`src/rtl/instr_fetch_unit_pkg.sv`:
```
`default_nettype none
// ============================================================================
//  Module      : instr_fetch_unit_pkg
//  Description : Shared definitions for the instruction fetch unit: fetch FSM
//                state encoding, PC increment, default reset PC and the MIPS
//                opcode constants that decode/control also use.
//  Revision    : 1.0 - initial release
// ============================================================================
package instr_fetch_unit_pkg;

  // Fetch FSM state encoding (explicit 2-bit width).
  typedef enum logic [1:0] {
    ST_IDLE  = 2'd0,  // out of reset, about to issue the first request
    ST_REQ   = 2'd1,  // request outstanding at pc
    ST_HOLD  = 2'd2,  // instruction presented to decode, waiting for ready
    ST_DRAIN = 2'd3   // redirected while a request was in flight; swallow the ack
  } fetch_state_e;

  localparam int          PC_INCR          = 4;
  localparam logic [31:0] DEFAULT_RESET_PC = 32'h0000_0000;

  // MIPS primary opcodes (instr[31:26]).
  localparam logic [5:0] OP_RTYPE = 6'h00;
  localparam logic [5:0] OP_ADDI  = 6'h08;
  localparam logic [5:0] OP_LW    = 6'h23;
  localparam logic [5:0] OP_SW    = 6'h2B;
  localparam logic [5:0] OP_BEQ   = 6'h04;

endpackage : instr_fetch_unit_pkg
`default_nettype wire

```
`src/rtl/instr_fetch_unit_if.sv`:
```
`default_nettype none
// ============================================================================
//  Module      : instr_fetch_if
//  Description : Bundles the instruction-memory req/ack bus, the decode
//                valid/ready channel and the execute-stage redirect.
//                master : the fetch unit
//                slave  : the environment (memory, decode, execute)
//  Ports       : none (signals only)
//  Revision    : 1.0 - initial release
// ============================================================================
interface instr_fetch_if #(
  parameter int ADDR_W = 32,
  parameter int DATA_W = 32
) ();

  // Instruction memory side
  logic              imem_req;
  logic [ADDR_W-1:0] imem_addr;
  logic              imem_ack;
  logic [DATA_W-1:0] imem_rdata;

  // Decode side
  logic [DATA_W-1:0] instr;
  logic [ADDR_W-1:0] instr_pc;
  logic              instr_valid;
  logic              instr_ready;

  // Execute-stage branch redirect
  logic              redirect;
  logic [ADDR_W-1:0] redirect_pc;

  modport master (
    output imem_req, imem_addr, instr, instr_pc, instr_valid,
    input  imem_ack, imem_rdata, instr_ready, redirect, redirect_pc
  );

  modport slave (
    input  imem_req, imem_addr, instr, instr_pc, instr_valid,
    output imem_ack, imem_rdata, instr_ready, redirect, redirect_pc
  );

endinterface : instr_fetch_if
`default_nettype wire

```
`src/rtl/instr_fetch_unit_pc_reg.sv`:
```
`default_nettype none
// ============================================================================
//  Module      : fetch_pc_reg
//  Description : Program counter and deferred redirect target (pc_next).
//                Operations, highest priority first, for pc:
//                  load_target : pc <= word-aligned redirect target
//                  load_stash  : pc <= pc_next
//                  incr        : pc <= pc + 4 (wraps modulo 2^ADDR_W)
//                stash_target : pc_next <= word-aligned redirect target
//  Ports       : clk, rst (async, active high), operation strobes,
//                target_raw (unaligned redirect target), pc (current PC)
//  Revision    : 1.0 - initial release
// ============================================================================
module fetch_pc_reg
  import instr_fetch_unit_pkg::*;
#(
  parameter int                ADDR_W   = 32,
  parameter logic [ADDR_W-1:0] RESET_PC = ADDR_W'(DEFAULT_RESET_PC)
) (
  input  wire logic              clk,
  input  wire logic              rst,
  input  wire logic              load_target,
  input  wire logic              stash_target,
  input  wire logic              load_stash,
  input  wire logic              incr,
  input  wire logic [ADDR_W-1:0] target_raw,
  output logic      [ADDR_W-1:0] pc
);

  localparam logic [ADDR_W-1:0] ALIGN_MASK = {{(ADDR_W-2){1'b1}}, 2'b00};

  logic [ADDR_W-1:0] target;
  logic [ADDR_W-1:0] pc_d,      pc_q;
  logic [ADDR_W-1:0] pc_next_d, pc_next_q;

  // Low two bits of the redirect target are ignored.
  assign target = target_raw & ALIGN_MASK;

  always_comb begin
    pc_d      = pc_q;
    pc_next_d = pc_next_q;
    if (load_target)     pc_d = target;
    else if (load_stash) pc_d = pc_next_q;
    else if (incr)       pc_d = pc_q + ADDR_W'(PC_INCR);
    if (stash_target)    pc_next_d = target;
  end

  always_ff @(posedge clk or posedge rst) begin
    if (rst) begin
      pc_q      <= RESET_PC;
      pc_next_q <= RESET_PC;
    end else begin
      pc_q      <= pc_d;
      pc_next_q <= pc_next_d;
    end
  end

  assign pc = pc_q;

endmodule : fetch_pc_reg
`default_nettype wire

```
`src/rtl/instr_fetch_unit.sv`:
```
`default_nettype none
// ============================================================================
//  Module      : instr_fetch_unit
//  Description : Instruction supply for the single-cycle MIPS datapath.
//                Requests words from instruction memory at pc, presents each
//                fetched word to decode with valid/ready, and follows branch
//                redirects from execute with highest priority.
//  Ports       : clk  - rising-edge clock
//                rst  - asynchronous active-high reset
//                bus  - instr_fetch_if.master (imem req/addr/ack/rdata,
//                       instr/instr_pc/instr_valid/instr_ready,
//                       redirect/redirect_pc)
//  Revision    : 1.0 - initial release
// ============================================================================
module instr_fetch_unit
  import instr_fetch_unit_pkg::*;
#(
  parameter int                ADDR_W   = 32,
  parameter int                DATA_W   = 32,
  parameter logic [ADDR_W-1:0] RESET_PC = ADDR_W'(DEFAULT_RESET_PC)
) (
  input wire logic       clk,
  input wire logic       rst,
  instr_fetch_if.master  bus
);

  fetch_state_e      state_d,    state_q;
  logic [DATA_W-1:0] instr_d,    instr_q;
  logic [ADDR_W-1:0] instr_pc_d, instr_pc_q;

  logic              pc_load_target;
  logic              pc_stash_target;
  logic              pc_load_stash;
  logic              pc_incr;
  logic [ADDR_W-1:0] pc;

  fetch_pc_reg #(
    .ADDR_W   (ADDR_W),
    .RESET_PC (RESET_PC)
  ) u_pc_reg (
    .clk          (clk),
    .rst          (rst),
    .load_target  (pc_load_target),
    .stash_target (pc_stash_target),
    .load_stash   (pc_load_stash),
    .incr         (pc_incr),
    .target_raw   (bus.redirect_pc),
    .pc           (pc)
  );

  always_comb begin
    state_d         = state_q;
    instr_d         = instr_q;
    instr_pc_d      = instr_pc_q;
    pc_load_target  = 1'b0;
    pc_stash_target = 1'b0;
    pc_load_stash   = 1'b0;
    pc_incr         = 1'b0;

    unique case (state_q)
      ST_IDLE: begin
        if (bus.redirect) pc_load_target = 1'b1;
        state_d = ST_REQ;
      end

      ST_REQ: begin
        if (bus.redirect) begin
          if (bus.imem_ack) begin
            // Returned word belongs to the wrong path: drop it, refetch at target.
            pc_load_target = 1'b1;
          end else begin
            // Address must stay put until the memory answers; park the target.
            pc_stash_target = 1'b1;
            state_d         = ST_DRAIN;
          end
        end else if (bus.imem_ack) begin
          instr_d    = bus.imem_rdata;
          instr_pc_d = pc;
          pc_incr    = 1'b1;
          state_d    = ST_HOLD;
        end
      end

      ST_HOLD: begin
        // A redirect squashes the presented word even if decode takes it now.
        if (bus.redirect) begin
          pc_load_target = 1'b1;
          state_d        = ST_REQ;
        end else if (bus.instr_ready) begin
          state_d = ST_REQ;
        end
      end

      ST_DRAIN: begin
        if (bus.imem_ack) begin
          // Latest redirect wins, including one arriving with the ack.
          if (bus.redirect) pc_load_target = 1'b1;
          else              pc_load_stash  = 1'b1;
          state_d = ST_REQ;
        end else if (bus.redirect) begin
          pc_stash_target = 1'b1;
        end
      end

      default: state_d = ST_IDLE;
    endcase
  end

  always_ff @(posedge clk or posedge rst) begin
    if (rst) begin
      state_q    <= ST_IDLE;
      instr_q    <= '0;
      instr_pc_q <= '0;
    end else begin
      state_q    <= state_d;
      instr_q    <= instr_d;
      instr_pc_q <= instr_pc_d;
    end
  end

  // Request and valid come straight from the state register, so an async
  // reset drops them immediately.
  assign bus.imem_req    = (state_q == ST_REQ) || (state_q == ST_DRAIN);
  assign bus.imem_addr   = pc;
  assign bus.instr_valid = (state_q == ST_HOLD);
  assign bus.instr       = instr_q;
  assign bus.instr_pc    = instr_pc_q;

endmodule : instr_fetch_unit
`default_nettype wire

```
`src/flat_wrapper.sv`:
```
// flat-port wrapper written by rule: the top's interface ports become plain ports
module instr_fetch_unit_flat import instr_fetch_unit_pkg::*;
#(
  parameter int                ADDR_W   = 32,
  parameter int                DATA_W   = 32,
  parameter logic [ADDR_W-1:0] RESET_PC = ADDR_W'(DEFAULT_RESET_PC)
)
  (clk, rst, bus_imem_req, bus_imem_addr, bus_instr, bus_instr_pc, bus_instr_valid, bus_imem_ack, bus_imem_rdata, bus_instr_ready, bus_redirect, bus_redirect_pc);
  instr_fetch_if #(.ADDR_W(ADDR_W), .DATA_W(DATA_W)) bus_i ();
  input wire logic clk;
  input wire logic rst;
  output wire logic [$bits(bus_i.imem_req)-1:0] bus_imem_req;
  output wire logic [$bits(bus_i.imem_addr)-1:0] bus_imem_addr;
  output wire logic [$bits(bus_i.instr)-1:0] bus_instr;
  output wire logic [$bits(bus_i.instr_pc)-1:0] bus_instr_pc;
  output wire logic [$bits(bus_i.instr_valid)-1:0] bus_instr_valid;
  input wire logic [$bits(bus_i.imem_ack)-1:0] bus_imem_ack;
  input wire logic [$bits(bus_i.imem_rdata)-1:0] bus_imem_rdata;
  input wire logic [$bits(bus_i.instr_ready)-1:0] bus_instr_ready;
  input wire logic [$bits(bus_i.redirect)-1:0] bus_redirect;
  input wire logic [$bits(bus_i.redirect_pc)-1:0] bus_redirect_pc;
  assign bus_imem_req = bus_i.imem_req;
  assign bus_imem_addr = bus_i.imem_addr;
  assign bus_instr = bus_i.instr;
  assign bus_instr_pc = bus_i.instr_pc;
  assign bus_instr_valid = bus_i.instr_valid;
  assign bus_i.imem_ack = bus_imem_ack;
  assign bus_i.imem_rdata = bus_imem_rdata;
  assign bus_i.instr_ready = bus_instr_ready;
  assign bus_i.redirect = bus_redirect;
  assign bus_i.redirect_pc = bus_redirect_pc;
  instr_fetch_unit #(.ADDR_W(ADDR_W), .DATA_W(DATA_W), .RESET_PC(RESET_PC)) u_core (.clk(clk), .rst(rst), .bus(bus_i));
endmodule
```
`config.mk`:
```
export PLATFORM = sky130hd
export DESIGN_NAME = instr_fetch_unit_flat
export DESIGN_NICKNAME = d
export VERILOG_FILES = /design/src/rtl/instr_fetch_unit_pkg.sv /design/src/rtl/instr_fetch_unit_if.sv /design/src/rtl/instr_fetch_unit_pc_reg.sv /design/src/rtl/instr_fetch_unit.sv /design/src/flat_wrapper.sv
export SDC_FILE = /design/constraint.sdc
export NUM_CORES = 1
export LEC_CHECK = 0
export ABC_CLOCK_PERIOD_IN_PS = 2150
export CORE_MARGIN = 4
export CORE_UTILIZATION = 45
export CTS_BUF_LIST = sky130_fd_sc_hd__clkbuf_2 sky130_fd_sc_hd__clkbuf_4 sky130_fd_sc_hd__clkbuf_8
export CTS_CLUSTER_DIAMETER = 40
export DETAILED_ROUTE_END_ITERATION = 12
export PLACE_DENSITY = 0.79
export SKIP_CTS_REPAIR_TIMING = 1
export SLEW_MARGIN = 20
export SYNTH_ARGS = -nofsm -noshare
export SYNTH_HDL_FRONTEND = slang
export SYNTH_HIERARCHICAL = 1
export SYNTH_SLANG_ARGS = --single-unit
export TNS_END_PERCENT = 30
```
`constraint.sdc`:
```
create_clock -name clk -period 2.15 [get_ports clk]
set_input_delay 0.43 -clock clk [delete_from_list [all_inputs] [get_ports clk]]
set_output_delay 0.43 -clock clk [all_outputs]
set_load 0.02 [all_outputs]
```
## Yosys cells after proc, flatten, opt, wreduce, memory -nomap -nowiden

Index checks and enable logic that the tools add are counted.
W data, S select, Z words.

| cells by class | value |
|---|---|
| bitwise gates (word level) | 1 |
| equal/unequal tests | 7 |
| add/sub/neg operators | 1 |
| muxes and demuxes | 24 |
| reduce and logical (&&, ||, !) cells | 6 |

Operator list:

| operator | number |
|---|---|
| $mux W32 | 3 |
| $add A32 B3 Y32 const B | 1 |
| $mux W1 | 12 |
| $mux W2 | 6 |
| $pmux W2 S4 | 1 |
| $ne A3 B3 Y1 const B | 2 |
| $eq A2 B2 Y1 const B | 2 |
| $reduce_and A4 Y1 | 1 |
| $ne A3 B1 Y1 const B | 1 |
| $pmux W1 S3 | 1 |
| $reduce_and A3 Y1 | 1 |
| $reduce_bool A3 Y1 | 1 |
| $eq A2 B1 Y1 const B | 1 |
| $logic_not A2 Y1 | 1 |
| $ne A2 B2 Y1 const B | 1 |
| $pmux W1 S2 | 1 |
| $reduce_or A2 Y1 | 1 |
| $logic_or A1 B1 Y1 | 1 |
| $not A1 Y1 | 1 |

| word-level totals | value |
|---|---|
| output and inout port bits | 98 |
| logic and storage cells | 44 |
| flip-flop bits (word level) | 128 |

## Logic depth before layout (Yosys ltp)

Gate-level depths: netlist of run 1.

| logic depth | value |
|---|---|
| word-level depth | 6 |
| depth in mapped cells | 10 |
| gate-level depth less buffers | 7 |

## By module

The synthesis of run 1 kept the hierarchy.

Modules (own cells, without submodules):

| module | cells each | times used | area each (µm²) |
|---|---|---|---|
| fetch_pc_reg | 337 | 1 | 3323.2 |
| instr_fetch_unit | 153 | 1 | 2536.2 |

## Worst setup path after synthesis of run 1

No wires, ideal clock.

| timing path | value |
|---|---|
| path kind | input -> register |
| from | in bus_redirect |
| to | reg u_core.u_pc_reg.pc_q[22] (netlist: u_core/u_pc_reg/pc[22]) |
| path slack | -43 ps |
| cell stages on the path | 8 |
| path buffers | 5 |
| arrival | 2103 ps |
| path through | and4bb_4 -> buf_6 -> buf_4 -> clkbuf_1 -> buf_1 -> nand2_1 -> clkbuf_1 -> o221ai_1 |

RTL lines:

| item | line | text |
|---|---|---|
| start: declaration | flat_wrapper.sv:20 | `input wire logic [$bits(bus_i.redirect)-1:0] bus_redirect;` |
| $mux W1 | instr_fetch_unit.sv:67 | `if (bus.redirect) begin` |
| $mux W1 | instr_fetch_unit.sv:60 | `unique case (state_q)` |
| via u_core.pc_incr | instr_fetch_unit.sv:34 | `logic pc_incr;` |
| $reduce_bool A3 Y1 (no line) | -- |  |
| end signal: assignment | instr_fetch_unit_pc_reg.sv:53 | `pc_q <= pc_d;` |
| end: declaration | instr_fetch_unit_pc_reg.sv:33 | `logic [ADDR_W-1:0] pc_d, pc_q;` |

The timed path passes the listed nets, and every way through them passes these cells.
A chain may end at the register's enable or synchronous reset.

## Worst setup path in the final report of run 1

| timing path | value |
|---|---|
| from | reg u_core.state_q[0] |
| to | out bus_imem_req |

| between the ends | value |
|---|---|
| cells in the longest elaborated chain, start to end | 2 |

RTL lines:

| item | line | text |
|---|---|---|
| start: declaration | instr_fetch_unit.sv:27 | `fetch_state_e state_d, state_q;` |
| start signal: assignment | instr_fetch_unit.sv:115 | `state_q <= state_d;` |
| $eq A2 B1 Y1 or $eq A2 B2 Y1 (tied branches) | instr_fetch_unit.sv:123 | `assign bus.imem_req = (state_q == ST_REQ) \|\| (state_q == ST_DRAIN);` |
| $logic_or A1 B1 Y1 (*) | instr_fetch_unit.sv:123 |  |
| end: declaration | flat_wrapper.sv:12 | `output wire logic [$bits(bus_i.imem_req)-1:0] bus_imem_req;` |

Every way passes the cells marked *; elsewhere a longest branch is shown, timed or not.

==> flow_summary.json, run 1 <==
{
  "clock_latency_ns": 0.43,
  "syn_area_per_cell_um2": 12.0,
  "swShare_pct": 33.9,
  "ys_top_cells_by_area": "dfrtp_1 (54%), mux2_2 (17%), xnor2_1 (3.1%)",
  "die_y_um": 122,
  "initial_core_util_pct": 46.2,
  "grt-ovfl-total": 0,
  "cp_slowest_cell": "clkdlybuf4s50_1",
  "grt_pass1_wl_mm": 24.2,
  "p_int_mw": 6.05,
  "drive_above_1_share_pct": 25.0,
  "power_per_cell_area_mw_per_mm2": 1100,
  "power_frac_clock_pct": 18.8,
  "fmax_ghz": 0.481,
  "multiInputGateArea_mm2": 0.00252,
  "fp-row-count": 41,
  "grt_antenna_before_repair": 1,
  "grt_setup_unrepaired": "no",
  "yosysSeqAreaShare_pct": 53.8,
  "worst_ep_required_time_ns": 1.72,
  "fillers": 994,
  "status": "completed",
  "final_cells": 854,
  "globalplace.congestion": 0.819,
  "grt_usage_pct": 20.8,
  "setup_viol": 0,
  "final_core_util_pct": 65.6,
  "endpoint_kind": "output port",
  "seq_area_mm2": 0.00316,
  "wire_per_inst_um": 17.3,
  "period_needed_ns": 2.08,
  "dp_hpwl_mm": 10.9,
  "yosys.area.top_type": "dfrtp_1",
  "leakage_nw": 3.34,
  "synth_ff_type": "dfrtp_1",
  "max_stage_delay_ns": 0.68,
  "cts_tree": "done",
  "syn_to_final_growth_pct": 42.0,
  "clk_pin_slew_ns": 0.07,
  "p_sw_mw": 3.10,
  "clockBufferDepth": 2,
  "irDropWorstVdd_uv": 597,
  "vias": 4518,
  "cp_max_fo": 10,
  "postRouteAntennaNets": 0,
  "grt_pass1_vias": 4645,
  "ios": 167,
  "place_inst": 826,
  "p_seq_share_pct": 39.7,
  "grt_start_max_net_pins": 48,
  "cts_root_buffer": "clkbuf_8",
  "synthDistinctLibCells": 46,
  "syn_area_mm2": 0.00586,
  "worstPathCellList": "clkdlybuf4s50_1",
  "synth_warnings": 6,
  "yosysMostFrequentCell": "dfrtp_1",
  "cap_violations": 0,
  "cts_buffers": 17,
  "core_area_mm2": 0.0127,
  "final.setup.tns_ns": 0,
  "synth_top_cell_area_share_pct": 53.8,
  "routed_wl_mm": 14.8,
  "dr.pass1.iters": 4,
  "slew_violations": 0,
  "hold_path.class": "input pin to asynchronous set/reset pin",
  "hold_viol": 0,
  "fin_crit_sh_pct": 96.7,
  "dieArea_mm2": 0.0149,
  "netlist_instances": 490,
  "cts-htree-levels": 4,
  "criticalPathCategory": "flip-flop to output port",
  "drcViolationCount": 0,
  "crit_family": "buffers and inverters",
  "holdWs_ns": 0.323,
  "clock-sinks": 126,
  "cp.arrival_ns": 1.65,
  "dr.first_iter.drc_count": 261,
  "io_buffers": 162,
  "cp_num_buf_inv": 1,
  "synth_seq_cells": 126,
  "postSynth.asyncResetShare_pct": 100,
  "comb_power_share_pct": 41.5,
  "start_kind": "flip-flop",
  "layout.nets": 743,
  "viasPerCell": 5.29,
  "p_total_mw": 9.15,
  "fp.dieW_um": 122,
  "skew_ns": 0.00769,
  "synth_edf_count": 0,
  "synth_common_cells": "dfrtp_1 (126), mux2_2 (90), nand2_1 (41)"
}
==> metal layers <==
metal	up-vias	track usage [%]	routed length, um
met4	0	8.47	359
met5	-	0	0
met1	2212	27.2	6120
met2	168	33.1	7320
met3	29	5.29	964
li1	2109	-	-
==> cell families after synthesis <==
family | after synthesis | synth area share (%)
muxes | 96 | 18.4
AOI/OAI and AO/OA | 65 | 6.98
DFF | 126 | 53.8
other | 1 | 0.0640
xor gates and xnor gates | 29 | 4.33
adders and majority gates | 1 | 0.214
and+or+nand+nor | 128 | 12.7
buffers and inverters | 44 | 3.46
==> area by class of cell <==
class / instances / area share [%]
flip-flops and latches: 126 / 37.9
multi-input cells: 321 / 30.3
repair buffers: 199 / 25.0
clock buffers: 24 / 3.60
well taps: 172 / 2.59
inverters: 8 / 0.361
clock inverters: 3 / 0.181
diodes: 1 / 0.0301
==> path summary, 6_finish.rpt <==
| path | startpoint | end | slack, ns | cells past startpoint |
|---|---|---|---|---|
| min in group clk | u_core/bus.instr[10] | u_core/bus.instr[10] | 0.48 | 1 |
| setup reg to reg | u_core/u_pc_reg/pc[15] | u_core/u_pc_reg/pc[30] | 0.26 | 5 |
| hold / removal | rst | u_core/u_pc_reg/pc_next_q[24] | 0.32 | 2 |
| max in group asynchronous | rst | u_core/u_pc_reg/pc[4] | 1.25 | 3 |
| setup / recovery | u_core/state_q[0] | bus_imem_req | 0.07 | 1 |
| hold reg to reg | u_core/bus.instr[10] | u_core/bus.instr[10] | 0.48 | 1 |
==> layout by cell type, fill, tap and decap left out, drive strengths merged, types with 7 or more instances in the layout <==
cell,netlist,layout
buf,18,37
clkdlybuf4s50,0,161
mux2,94,94
xnor2,21,21
inv,8,8
o221ai,18,18
a21oi,29,29
nor4,7,7
nor3,9,9
dfrtp,126,126
nand3,8,8
nand4,10,10
nand2,41,41
nor2,16,16
o21ai,12,12
xor2,8,8
nor3b,19,19
clkbuf,18,24
==> power by group through the flow <==
stage / logic (mW) / clock network, mW / registers [mW]
2_1_floorplan: 1.15 / 0 / 4.40
3_3_place_gp: 3.75 / 0 / 3.63
3_5_place_dp: 3.83 / 0 / 3.68
4_1_cts: 3.84 / 1.77 / 3.64
5_1_grt: 4.04 / 1.88 / 3.76
6_report: 3.79 / 1.72 / 3.64
==> stage by stage <==
stage | area (um^2) | setup slack [ns]
6_report | 8320 | 0.0701
5_1_grt | 8320 | 0.00816
4_1_cts | 8310 | -0.0852
3_5_place_dp | 8000 | -0.0412
3_3_place_gp | 8000 | 0.00654
2_1_floorplan | 5860 | -0.00353
==> flip-flops by register name, summed over array words and instances (netlist names) <==
name                       cells
u_core/bus.instr              32
u_core/bus.instr_pc           32
u_core/state_q                 2
u_core/u_pc_reg/pc            30
u_core/u_pc_reg/pc_next_q     30
No activity file was read; power rests on OpenSTA's default activity.
==> inputs of run 2 (changes only) <==
--- a/constraint.sdc
+++ b/constraint.sdc
@@ -3,2 +3,2 @@
 set_output_delay 0.43 -clock clk [all_outputs]
-set_load 0.02 [all_outputs]
+set_load 0.1 [all_outputs]
==> run 2 against run 1 <==
Effect of this change: count of clock-buffer cells in the layout is 1 higher; design area down 2.7%; first-iteration DRC count rose by 15%; critical endpoint is now u_core/u_pc_reg/pc[30]; power grew 46%; largest cell class unchanged; worst setup slack improved by 0.19 ns; highest routed layer unchanged.
==> flow_summary.json, run 2 (synthesis results as in run 1) <==
{
  "wire_per_inst_um": 17.4,
  "cp_slowest_cell": "dfrtp_2",
  "clockBufferDepth": 2,
  "power_frac_clock_pct": 16.9,
  "core_area_mm2": 0.0127,
  "grt_antenna_before_repair": 0,
  "drive_above_1_share_pct": 41.6,
  "globalplace.congestion": 0.811,
  "met3_length_um": 839,
  "clk_pin_slew_ns": 0.07,
  "fmax_ghz": 0.528,
  "routed_wl_mm": 14.7,
  "worstPathCellList": "and3_1 > nand4_1 > nor4_2 > xnor2_1 > o221ai_1",
  "detailedPlace.worstSlack_ns": -0.0595,
  "fp.dieW_um": 122,
  "final_cell_mix": "buf_4 (113), dfrtp_1 (105), mux2_2 (90)",
  "cts-htree-levels": 4,
  "crit_family": "simple AND/OR/NAND/NOR gates",
  "clock-sinks": 126,
  "antenna_cells": 0,
  "p_sw_mw": 7.13,
  "grt_setup_unrepaired": "no",
  "cts_buffers": 17,
  "p_total_mw": 13.4,
  "r2r-start": "u_core/u_pc_reg/pc[15]",
  "period_needed_ns": 1.89,
  "cp_max_fo": 7,
  "layout.nets": 733,
  "setup_ws_ns": 0.258,
  "grt_pass1_wl_mm": 23.8,
  "slew_violations": 0,
  "viasPerCell": 5.29,
  "p_int_mw": 6.24,
  "top_layer": "met4",
  "setup_viol": 0,
  "initial_core_util_pct": 46.2,
  "io_buffers": 162,
  "swShare_pct": 53.3,
  "worstSetupStartpoint": "u_core/u_pc_reg/pc[15]",
  "vias": 4484,
  "ios": 167,
  "fin_crit_sh_pct": 88.0,
  "hold_path.class": "input pin to asynchronous set/reset pin",
  "dp_hpwl_mm": 10.6,
  "leakage_nw": 3.41,
  "fp-row-count": 41,
  "wl_met2_mm": 7.30,
  "dr.pass1.iters": 7,
  "dr.first_iter.drc_count": 299,
  "p_seq_share_pct": 28.0,
  "skew_ns": 0.00760,
  "cts_root_buffer": "clkbuf_8",
  "place_inst": 816,
  "criticalPathCategory": "flip-flop to flip-flop",
  "grt-ovfl-total": 0,
  "cp.arrival_ns": 2.20,
  "final_cells": 848,
  "power_per_cell_area_mw_per_mm2": 1650,
  "cts_tree": "done",
  "max_stage_delay_ns": 0.43,
  "clock_latency_ns": 0.44,
  "worst_ep_required_time_ns": 2.46,
  "m1WireLength_mm": 6.22,
  "grt_pass1_vias": 4675,
  "status": "completed",
  "die_y_um": 122,
  "dieArea_mm2": 0.0149,
  "start_kind": "flip-flop",
  "grt_start_max_net_pins": 61,
  "hold_viol": 0,
  "irDropWorstVdd_uv": 1100,
  "postRouteAntennaNets": 0,
  "syn_to_final_growth_pct": 38.2,
  "drcViolationCount": 0,
  "final_common_cell": "buf_4",
  "endpoint_kind": "flip-flop",
  "cap_violations": 0,
  "grt_usage_pct": 20.6,
  "comb_power_share_pct": 55.1,
  "cp_num_buf_inv": 0
}
==> run 2: path summary, 6_finish.rpt <==
| check | depth (start not counted) | slack (ns) | endpoint |
|---|---|---|---|
| max in group asynchronous | 3 | 1.20 | u_core/bus.instr_pc[0] |
| min in group clk | 1 | 0.50 | u_core/bus.instr_pc[19] |
| setup / recovery | 5 | 0.26 | u_core/u_pc_reg/pc[30] |
| setup reg to reg | 5 | 0.26 | u_core/u_pc_reg/pc[30] |
| hold / removal | 2 | 0.33 | u_core/bus.instr_pc[31] |
| hold reg to reg | 1 | 0.50 | u_core/bus.instr_pc[19] |
==> run 2: final cells by class <==
type                            instances  area [um^2]
Fill cell                             984         4580
Sequential cell                       126         3180
Multi-Input combinational cell        321         2530
Timing Repair Buffer                  189         1710
Clock buffer                           25          300
Tap cell                              172          215
Clock inverter                          7          135
Inverter                                8         30.0
==> run 2: routing by layer <==
layer	GRT usage, %	vias to the layer above
met1	26.8	2230
met5	0	-
li1	-	2089
met2	32.9	136
met4	9.52	0
met3	4.60	29
==> run 2: per-stage QoR <==
step                utilization, %  setup TNS, ns  hold WS (ns)  cell area [um^2]
floorplan                        -       -0.00623         0.480              5890
global placement              60.5              0         0.470              7660
detailed placement            60.5         -0.402         0.485              7660
CTS                           63.9              0         0.318              8100
global route                  63.9              0         0.361              8100
finish                        63.9              0         0.329              8100
==> run 2: worst reg2reg max path: stages, from the launching register on <==
cell	delay (ns)
dfrtp_2	0.43
and3_1	0.34
nand4_1	0.31
nor4_2	0.38
xnor2_1	0.17
o221ai_1	0.14
==> run 2: power by group through the flow <==
stage / Sequential [mW] / Clock, mW / Combinational (mW)
6_report: 3.75 / 2.26 / 7.37
5_1_grt: 3.87 / 2.41 / 7.60
4_1_cts: 3.75 / 2.32 / 7.41
3_5_place_dp: 3.79 / 0 / 7.40
3_3_place_gp: 3.73 / 0 / 7.33
2_1_floorplan: 8.29 / 0 / 1.20
